--- src/rtl/riscv_issue_ctrl.sv ---
// ---------------------------------------------------------------------------
// riscv_issue_ctrl
//
// In-order dual-issue controller. It sits between decode and two execute
// pipes. One decoded pair is held in a two-slot buffer (slot A oldest).
// Every cycle it decides whether slot A goes to pipe0 and slot B to pipe1.
// The decision uses a per-register RAW scoreboard, the intra-pair dependence
// rule, branch-shadow serialisation and the rule that only pipe0 takes mem ops.
//
// Ports:
//   clk, srst_n            clock, synchronous active-low reset
//   hold                   freezes buffer, scoreboard, issue regs, dual_cnt
//   flush                  kills the buffer and issue valids (wins over hold)
//   in_valid_a/b           decode pair valid (b only meaningful with a)
//   in_ready               pair accepted when in_valid_a && in_ready
//   in_pc_*, in_inst_*     instruction PC / code
//   in_regs_*              {ra[14:10], rb[9:5], rd[4:0]}
//   in_attr_*              {wr_en, is_load, is_mem, is_branch}
//   iss0_* / iss1_*        registered issue outputs to pipe0 / pipe1
//   dual_cnt               wrapping count of dual-issue cycles
// ---------------------------------------------------------------------------
module riscv_issue_ctrl #(
  parameter int unsigned ALU_LAT  = 0,
  parameter int unsigned LOAD_LAT = 1
) (
  input  logic        clk,
  input  logic        srst_n,
  input  logic        hold,
  input  logic        flush,
  input  logic        in_valid_a,
  input  logic        in_valid_b,
  output logic        in_ready,
  input  logic [31:0] in_pc_a,
  input  logic [31:0] in_pc_b,
  input  logic [31:0] in_inst_a,
  input  logic [31:0] in_inst_b,
  input  logic [14:0] in_regs_a,
  input  logic [14:0] in_regs_b,
  input  logic [3:0]  in_attr_a,
  input  logic [3:0]  in_attr_b,
  output logic        iss0_valid,
  output logic        iss1_valid,
  output logic [31:0] iss0_pc,
  output logic [31:0] iss1_pc,
  output logic [31:0] iss0_inst,
  output logic [31:0] iss1_inst,
  output logic [14:0] iss0_regs,
  output logic [14:0] iss1_regs,
  output logic [31:0] dual_cnt
);

  // Attribute bit positions inside {wr_en, is_load, is_mem, is_branch}.
  localparam int ATTR_WR   = 3;
  localparam int ATTR_LOAD = 2;
  localparam int ATTR_MEM  = 1;
  localparam int ATTR_BR   = 0;

  localparam logic [1:0] ALU_LAT_C  = 2'(ALU_LAT);
  localparam logic [1:0] LOAD_LAT_C = 2'(LOAD_LAT);

  // ---------------------------------------------------------------------
  // Field helpers
  // ---------------------------------------------------------------------
  function automatic logic [4:0] f_ra(input logic [14:0] regs);
    return regs[14:10];
  endfunction

  function automatic logic [4:0] f_rb(input logic [14:0] regs);
    return regs[9:5];
  endfunction

  function automatic logic [4:0] f_rd(input logic [14:0] regs);
    return regs[4:0];
  endfunction

  // A real architectural write: x0 writes are discarded and never tracked.
  function automatic logic f_writes(input logic [3:0] attr, input logic [14:0] regs);
    return attr[ATTR_WR] && (regs[4:0] != 5'd0);
  endfunction

  // Number of cycles a consumer must wait behind this writer.
  function automatic logic [1:0] f_lat(input logic [3:0] attr);
    return attr[ATTR_LOAD] ? LOAD_LAT_C : ALU_LAT_C;
  endfunction

  // ---------------------------------------------------------------------
  // State
  // ---------------------------------------------------------------------
  logic        a_valid_r;
  logic        b_valid_r;
  logic [31:0] a_pc_r;
  logic [31:0] b_pc_r;
  logic [31:0] a_inst_r;
  logic [31:0] b_inst_r;
  logic [14:0] a_regs_r;
  logic [14:0] b_regs_r;
  logic [3:0]  a_attr_r;
  logic [3:0]  b_attr_r;
  logic [1:0]  sb_cnt_r [0:31];

  // ---------------------------------------------------------------------
  // Combinational decision signals
  // ---------------------------------------------------------------------
  logic [31:0] busy_s;
  logic        a_iss_s;
  logic        b_iss_s;
  logic        b_raw_s;
  logic        b_ops_free_s;
  logic        slots_clear_s;
  logic        accept_s;
  logic        sb_update_s;
  logic [1:0]  sb_nxt_s [0:31];

  // Slot A's mem flag is never consulted: pipe0 accepts every kind of op.
  logic        unused_a_mem_s;
  assign unused_a_mem_s = a_attr_r[ATTR_MEM];

  // Busy vector from the scoreboard counters; x0 is never busy.
  always_comb begin
    busy_s = 32'd0;
    for (int i = 1; i < 32; i++) begin
      busy_s[i] = (sb_cnt_r[i] != 2'd0);
    end
  end

  // Issue decision for both slots and the input handshake.
  always_comb begin
    a_iss_s = a_valid_r
              && !busy_s[f_ra(a_regs_r)]
              && !busy_s[f_rb(a_regs_r)]
              && !hold && !flush;

    // No forwarding inside a pair: B may not consume A's result.
    b_raw_s = f_writes(a_attr_r, a_regs_r)
              && ((f_ra(b_regs_r) == f_rd(a_regs_r))
                  || (f_rb(b_regs_r) == f_rd(a_regs_r)));

    b_ops_free_s = !busy_s[f_ra(b_regs_r)] && !busy_s[f_rb(b_regs_r)];

    // B waits behind a branch in A and never takes a mem op to pipe1.
    b_iss_s = a_iss_s && b_valid_r && b_ops_free_s && !b_raw_s
              && !a_attr_r[ATTR_BR] && !b_attr_r[ATTR_MEM];

    // Buffer is free for a new pair once every occupied slot leaves.
    slots_clear_s = !a_valid_r || (a_iss_s && (!b_valid_r || b_iss_s));

    in_ready = !hold && !flush && slots_clear_s;
    accept_s = in_valid_a && in_ready;

    // Flush still lets the counters age so no stale busy lingers.
    sb_update_s = flush || !hold;
  end

  // Next scoreboard value per register: pipe1 writer wins over pipe0.
  always_comb begin
    for (int i = 0; i < 32; i++) begin
      if (i == 0) begin
        sb_nxt_s[i] = 2'd0;
      end else if (b_iss_s && f_writes(b_attr_r, b_regs_r)
                   && (f_rd(b_regs_r) == 5'(i))) begin
        sb_nxt_s[i] = f_lat(b_attr_r);
      end else if (a_iss_s && f_writes(a_attr_r, a_regs_r)
                   && (f_rd(a_regs_r) == 5'(i))) begin
        sb_nxt_s[i] = f_lat(a_attr_r);
      end else if (sb_cnt_r[i] != 2'd0) begin
        sb_nxt_s[i] = sb_cnt_r[i] - 2'd1;
      end else begin
        sb_nxt_s[i] = 2'd0;
      end
    end
  end

  // Scoreboard counter register.
  always_ff @(posedge clk) begin
    if (!srst_n) begin
      for (int i = 0; i < 32; i++) begin
        sb_cnt_r[i] <= 2'd0;
      end
    end else if (sb_update_s) begin
      for (int i = 0; i < 32; i++) begin
        sb_cnt_r[i] <= sb_nxt_s[i];
      end
    end
  end

  // Two-slot instruction buffer: accept, shift B->A, or drain.
  always_ff @(posedge clk) begin
    if (!srst_n) begin
      a_valid_r <= 1'b0;
      b_valid_r <= 1'b0;
      a_pc_r    <= 32'd0;
      b_pc_r    <= 32'd0;
      a_inst_r  <= 32'd0;
      b_inst_r  <= 32'd0;
      a_regs_r  <= 15'd0;
      b_regs_r  <= 15'd0;
      a_attr_r  <= 4'd0;
      b_attr_r  <= 4'd0;
    end else if (flush) begin
      a_valid_r <= 1'b0;
      b_valid_r <= 1'b0;
    end else if (hold) begin
      a_valid_r <= a_valid_r;
      b_valid_r <= b_valid_r;
    end else if (accept_s) begin
      a_valid_r <= 1'b1;
      b_valid_r <= in_valid_b;
      a_pc_r    <= in_pc_a;
      b_pc_r    <= in_pc_b;
      a_inst_r  <= in_inst_a;
      b_inst_r  <= in_inst_b;
      a_regs_r  <= in_regs_a;
      b_regs_r  <= in_regs_b;
      a_attr_r  <= in_attr_a;
      b_attr_r  <= in_attr_b;
    end else if (a_iss_s && b_valid_r && !b_iss_s) begin
      // A left alone: B becomes the oldest instruction.
      a_valid_r <= 1'b1;
      b_valid_r <= 1'b0;
      a_pc_r    <= b_pc_r;
      a_inst_r  <= b_inst_r;
      a_regs_r  <= b_regs_r;
      a_attr_r  <= b_attr_r;
    end else if (a_iss_s) begin
      a_valid_r <= 1'b0;
      b_valid_r <= 1'b0;
    end
  end

  // Issue registers towards pipe0 / pipe1 and the dual-issue counter.
  always_ff @(posedge clk) begin
    if (!srst_n) begin
      iss0_valid <= 1'b0;
      iss1_valid <= 1'b0;
      iss0_pc    <= 32'd0;
      iss1_pc    <= 32'd0;
      iss0_inst  <= 32'd0;
      iss1_inst  <= 32'd0;
      iss0_regs  <= 15'd0;
      iss1_regs  <= 15'd0;
      dual_cnt   <= 32'd0;
    end else if (flush) begin
      iss0_valid <= 1'b0;
      iss1_valid <= 1'b0;
    end else if (!hold) begin
      iss0_valid <= a_iss_s;
      iss1_valid <= b_iss_s;
      if (a_iss_s) begin
        iss0_pc   <= a_pc_r;
        iss0_inst <= a_inst_r;
        iss0_regs <= a_regs_r;
      end
      if (b_iss_s) begin
        iss1_pc   <= b_pc_r;
        iss1_inst <= b_inst_r;
        iss1_regs <= b_regs_r;
        // b_iss_s implies a_iss_s, so this is exactly a dual-issue cycle.
        dual_cnt  <= dual_cnt + 32'd1;
      end
    end
  end

endmodule

--- config.mk ---
export PLATFORM = sky130hd
export DESIGN_NAME = riscv_issue_ctrl
export DESIGN_NICKNAME = d
export VERILOG_FILES = /design/src/rtl/riscv_issue_ctrl.sv
export SDC_FILE = /design/constraint.sdc
export NUM_CORES = 1
export LEC_CHECK = 0
export ABC_AREA = 0
export ABC_CLOCK_PERIOD_IN_PS = 5200
export BUFFER_PORTS_ARGS = -buffer_cell sky130_fd_sc_hd__buf_2
export CORE_AREA = 2 2 250 350
export CTS_CLUSTER_DIAMETER = 40
export DETAILED_ROUTE_END_ITERATION = 10
export DIE_AREA = 0 0 252 352
export GPL_ROUTABILITY_DRIVEN = 0
export PLACE_DENSITY = 0.49
export SLEW_MARGIN = 10
export SYNTH_ARGS = -nofsm -noshare
export SYNTH_HDL_FRONTEND = slang
export SYNTH_SLANG_ARGS = --single-unit
export TNS_END_PERCENT = 50
--- constraint.sdc ---
create_clock -name clk -period 5.2 [get_ports clk]
set_input_delay 0.26 -clock clk [delete_from_list [all_inputs] [get_ports clk]]
set_output_delay 0.26 -clock clk [all_outputs]
set_load 0.01 [all_outputs]
==> metrics.md, run 1 <==
| Metric | Value |
|---|---|
| Max FO, Critical Path | 4 |
| DR pass1 iterations | 5 |
| Worst Tran Pin Value | 1020 ps |
| R2R cell count | 9 |
| Multi-input gate area | 9410 um2 |
| Ys Warns | 0 |
| Post-synth cell types | 64 |
| Fmax | 217 MHz |
| Cell Count, Final, Fillers Out | 3917 |
| I/O Buffers | 363 |
| RSZ-0062 raised after global routing | no |
| Crit Path Category | flip-flop to output pin |
| Final setup viols | 0 |
| Post-synth EDFFs | 62 |
| Final Hold Vio Count | 0 |
| Synth Register Bits | 421 |
| Cell Area, Synth | 19500 um2 |
| Final nets | 2989 |
| Leak pwr | 10.6 nW |
| Max reg flops | 62 |
| H-tree depth | 3 |
| Setup_tns | 0 ps |
| Async set or reset register ratio after synthesis | 0 |
| IO Pins | 365 |
| Post-route minimum period | 4620 ps |
| Placed cells | 3605 |
| Total area of sequential cells | 9050 um2 |
| Worst path arrival time | 4360 ps |
| Via count | 18700 |
| Largest net degree at the start of global routing | 177 |
| WP buf/inv | 3 |
| Drt drc | 0 |
| Critical Path Stages | 11 |
| Core footprint | 85500 um2 |
| DP Worst Slack | 1090 ps |
| Site Rows | 127 |
| Main synth FF type | dfxtp_1 |
| Routed WL per cell | 20.2 um |
| Max Slew Vio Count | 0 |
| Placed wire-length estimate | 51800 um |
| Setup crit end kind | output pin |
| Die area | 88700 um2 |
| Most flops, register | sb_cnt_r |
| Critical Path RT | 4940 ps |
| Worst hold path class | primary input to flip-flop |
| Final wirelength | 79100 um |
| First-pass GRT wire length | 119000 um |
| CTS tree | done |
| Peak VDD IR | 0.000340 V |
| Area grow syn2layout | 37.6% |
| Clock Latency Late Sink | 630 ps |
| Cells after Synth | 2283 |
| Num CTS Buffers | 77 |
| Delay-heaviest family, CP | compound AO/OA/AOI/OAI gates |
| Initial antenna violation count | 7 |
| Die Y | 352 um |
| Clock-pin slew on the worst setup and hold paths | 60 ps |
| Post-synthesis sequential area ratio | 0.464 |
| Share of cells above drive strength 1 | 0.212 |
| Outcome | complete, no violations |
| CTS Sinks | 421 |
| Final worst path period share | 0.888 |
| Total power | 0.00971 W |
| Commonest non-fill, non-tap cell in the layout | nand2_1 |
| Mean Syn Cell Area | 8.55 um2 |
| Overall Global Routing Usage | 0.175 |
| Starting Density | 0.228 |
| Most frequent cells in the layout | nand2_1 (448), buf_2 (362), dfxtp_1 (359) |
| Slew Limit Headroom | 0.312 |
| Clock Skew | 30.6 ps |
| Chip Width | 252 um |
| Slowest stage delay, CP | 920 ps |
| WHS Path Cells | 3 |
| # fillers | 9110 |
| Routed Antenna Nets | 0 |
| Post-route setup slack | 583 ps |
| Post-Syn Nets | 2518 |
| DRT iter0 DRCs | 1141 |
| Vias in the first global route | 18800 |
| Max clock buf depth | 3 |
| GRT overflow | 0 |
| Vias/cell | 4.77 |
| Clock Tree Root | clkbuf_16 |
| Max Cap Viol | 0 |
| Worst Setup Start Kind | flip-flop |
| CP Cell Sequence | inv_1 > ha_1 > buf_4 > mux4_1 > nand3_1 > nand4_1 > o21ai_0 > o31ai_1 > nand2_1 > a21boi_0 > buf_2 |
| Crit path max-delay cell type | o31ai_1 |
| Power Density | 362 nW/um2 |
layout make-up:
type,instances,share of cell area
inverters,80,0.0114
repair buffers,578,0.147
flip-flops and latches,421,0.337
multi-input cells,1596,0.351
clock buffers,85,0.0760
diodes,4,0.000373
well taps,1096,0.0511
clock inverters,57,0.0268
kinds of logic after synthesis:
kind of cell               synth area share
AOI/OAI and AO/OA                     0.159
muxes                                0.0561
xor gates and xnor gates            0.00673
buffers and inverters                0.0572
and+or+nand+nor                       0.217
adders and majority gates            0.0404
DFF                                   0.464
synthesized netlist by cell type (22+ instances only):
library cell / count / area (um2)
o221ai_1: 82 / 718
dfxtp_1: 359 / 7190
ha_1: 63 / 788
nand3_1: 129 / 646
o31ai_1: 41 / 308
nand4_1: 22 / 138
nor2_1: 211 / 792
mux2i_1: 46 / 460
buf_2: 49 / 245
or4_1: 27 / 203
inv_1: 80 / 300
edfxtp_1: 62 / 1860
nand2_1: 449 / 1690
a21oi_1: 200 / 1000
o311a_1: 22 / 220
o21ai_0: 89 / 445
clkbuf_1: 113 / 424
layer usage:
layer / share of wire / GRT usage
met3: 0.065 / 0.0384
met5: 0.00029 / 0
met2: 0.47 / 0.289
met1: 0.42 / 0.217
met4: 0.040 / 0.0785
timing repair:
action / in CTS / in global routing
setup buffers: 0 / 0
hold buffers: 166 / 0
resized for setup: 0 / 0
endpoints found under the hold margin: 166 / 0
per-stage QoR:
| step | hold slack [ps] | instance area [um2] | util |
|---|---|---|---|
| finish | 95.5 | 26900 | 0.314 |
| global route | 78.8 | 26800 | 0.314 |
| CTS | 49.1 | 26800 | 0.314 |
| detailed placement | 442 | 22400 | 0.262 |
| global placement | 437 | 22400 | 0.262 |
| floorplan | 381 | 19500 | - |
power breakdown:
group / switching (W) / total, W / internal [W]
clock network: 0.00197 / 0.00537 / 0.00340
registers: 0.0000932 / 0.00351 / 0.00342
logic: 0.000455 / 0.000834 / 0.000378
total: 0.00252 / 0.00971 / 0.00719
final timing paths:
path,startpoint,endpoint,slack [ps]
setup / recovery,sb_cnt_r[0][54],in_ready,580
hold / removal,in_regs_b[6],b_regs_r[6],100
setup reg to reg,b_regs_r[6],a_regs_r[8],1060
hold reg to reg,iss1_pc[30],iss1_pc[30],440
tightest hold or removal path, cell delays in order:
cell and delay [ps]:
buf_2 100, nand2_1 70, o21ai_0 180
Power figures use the tool's default switching activity.
==> run 2, diff against run 1 <==
Settings changed: ABC_CLOCK_PERIOD_IN_PS 5200 to 5100.
Clock period 5.2 ns to 5.1 ns, I/O delays scaled along.
==> run 2 against run 1 <==
Effect of this change: clock power down 2%; sequential power up 2%; critical endpoint unchanged; power down 0.28%; largest cell class unchanged; worst setup slack worse by 33 ps.
==> metrics.md, run 2 (synthesis gave the netlist of run 1 again) <==
| Metric | Value |
|---|---|
| Final wirelength | 78500 um |
| Worst hold path class | primary input to flip-flop |
| Final Hold Vio Count | 0 |
| Core footprint | 85500 um2 |
| Vias/cell | 4.76 |
| Crit path max-delay cell type | a21boi_0 |
| Die Y | 352 um |
| Num CTS Buffers | 73 |
| First-pass GRT wire length | 118000 um |
| RSZ-0062 raised after global routing | no |
| Critical Path RT | 4850 ps |
| Placed wire-length estimate | 51300 um |
| Most flops, register | sb_cnt_r |
| Clock-pin slew on the worst setup and hold paths | 50 ps |
| Cts-stage hold buffer count | 167 |
| Max Slew Vio Count | 0 |
| Area grow syn2layout | 36.9% |
| Routed WL per cell | 20.1 um |
| Setup Fix Bufs, Post-CTS | 0 |
| Chip Width | 252 um |
| H-tree depth | 3 |
| Max clock buf depth | 3 |
| Setup crit end kind | output pin |
| Final setup viols | 0 |
| GRT overflow | 0 |
| Clock Skew | 26.5 ps |
| Share of cells above drive strength 1 | 0.208 |
| R2R cell count | 12 |
| Most frequent cells in the layout | nand2_1 (448), buf_2 (362), dfxtp_1 (358) |
| Via count | 18600 |
| Clock Tree Root | clkbuf_16 |
| Worst Tran Pin Value | 1160 ps |
| Worst path arrival time | 4290 ps |
| Vias in the first global route | 18600 |
| Fmax | 220 MHz |
| Commonest non-fill, non-tap cell in the layout | nand2_1 |
| Routed Antenna Nets | 0 |
| WHS Path Cells | 3 |
| IO Pins | 365 |
| CTS tree | done |
| Peak VDD IR | 0.000261 V |
| Crit Path Category | flip-flop to output pin |
| Initial antenna violation count | 6 |
| Power Density | 363 nW/um2 |
| Placed cells | 3603 |
| Final nets | 2984 |
| Max Cap Viol | 0 |
| Slew Limit Headroom | 0.230 |
| Setup_tns | 0 ps |
| CP Cell Sequence | inv_1 > ha_1 > mux4_2 > mux2i_1 > o32ai_1 > o311ai_4 > nor2_4 > buf_4 > nand2_1 > a21boi_0 > buf_2 |
| Leak pwr | 10.5 nW |
| Post-cts resize count | 0 |
| Max reg flops | 62 |
| Starting Density | 0.228 |
| Post-route minimum period | 4550 ps |
| DRT iter0 DRCs | 1213 |
| Site Rows | 127 |
| Final worst path period share | 0.892 |
| Worst Setup Start Kind | flip-flop |
| DR pass1 iterations | 5 |
| Slowest stage delay, CP | 570 ps |
| Cell Count, Final, Fillers Out | 3906 |
| Largest net degree at the start of global routing | 187 |
| Drt drc | 0 |
| CTS Sinks | 421 |
| Outcome | complete, no violations |
| Clock Latency Late Sink | 620 ps |
| I/O Buffers | 363 |
| Overall Global Routing Usage | 0.173 |
| Die area | 88700 um2 |
| Max FO, Critical Path | 26 |
## run 2: layer usage
layer  global-route usage  vias to the layer above  share of wire
li1                     -                     8983              -
met1                0.209                     8884           0.42
met2                0.293                      571           0.48
met3               0.0401                      157          0.063
met4               0.0724                        2          0.036
met5                    0                        -        0.00022
## run 2: layout make-up
| type | instances | area [um2] |
|---|---|---|
| multi-input combinational | 1596 | 9410 |
| tap | 1096 | 1370 |
| antenna | 3 | 7.51 |
| clock buffer | 79 | 1870 |
| fill | 9035 | 58800 |
| sequential | 421 | 9050 |
| timing repair buffer | 577 | 3950 |
| inverter | 80 | 305 |
| clock inverter | 54 | 737 |
## run 2: final timing paths
kind                   startpoint           end  slack, ps
hold / removal         in_valid_b     b_valid_r        140
hold reg to reg      iss1_regs[1]  iss1_regs[1]        450
setup reg to reg  sb_cnt_r[0][31]   b_inst_r[7]       1140
setup / recovery  sb_cnt_r[0][53]      in_ready        550
## run 2: worst max-delay path: cells and delay by family (launching register included)
family | cells | cell delay [ps]
buf+inv | 3 | 700
simple gates | 2 | 420
mux | 2 | 390
fa+ha+maj | 1 | 400
compound gates | 3 | 1360
flops | 1 | 380
## run 2: report_power, final
group,internal (W),switching (W),total [W]
registers,0.00348,0.0000950,0.00358
logic,0.000386,0.000463,0.000849
clock network,0.00333,0.00192,0.00526
## run 2: metrics by stage
stage / utilization / instance area, um2 / total power (W) / worst slack, ps / hold slack (ps)
final: 0.312 / 26700 / 0.00969 / 550 / 137
after global routing: 0.312 / 26700 / 0.0100 / 316 / 121
after CTS: 0.312 / 26700 / 0.00982 / 440 / 76.7
after detailed placement: 0.262 / 22400 / 0.00439 / 1090 / 441
after global placement: 0.262 / 22400 / 0.00438 / 1120 / 437
after floorplan: - / 19500 / 0.00408 / 1760 / 376
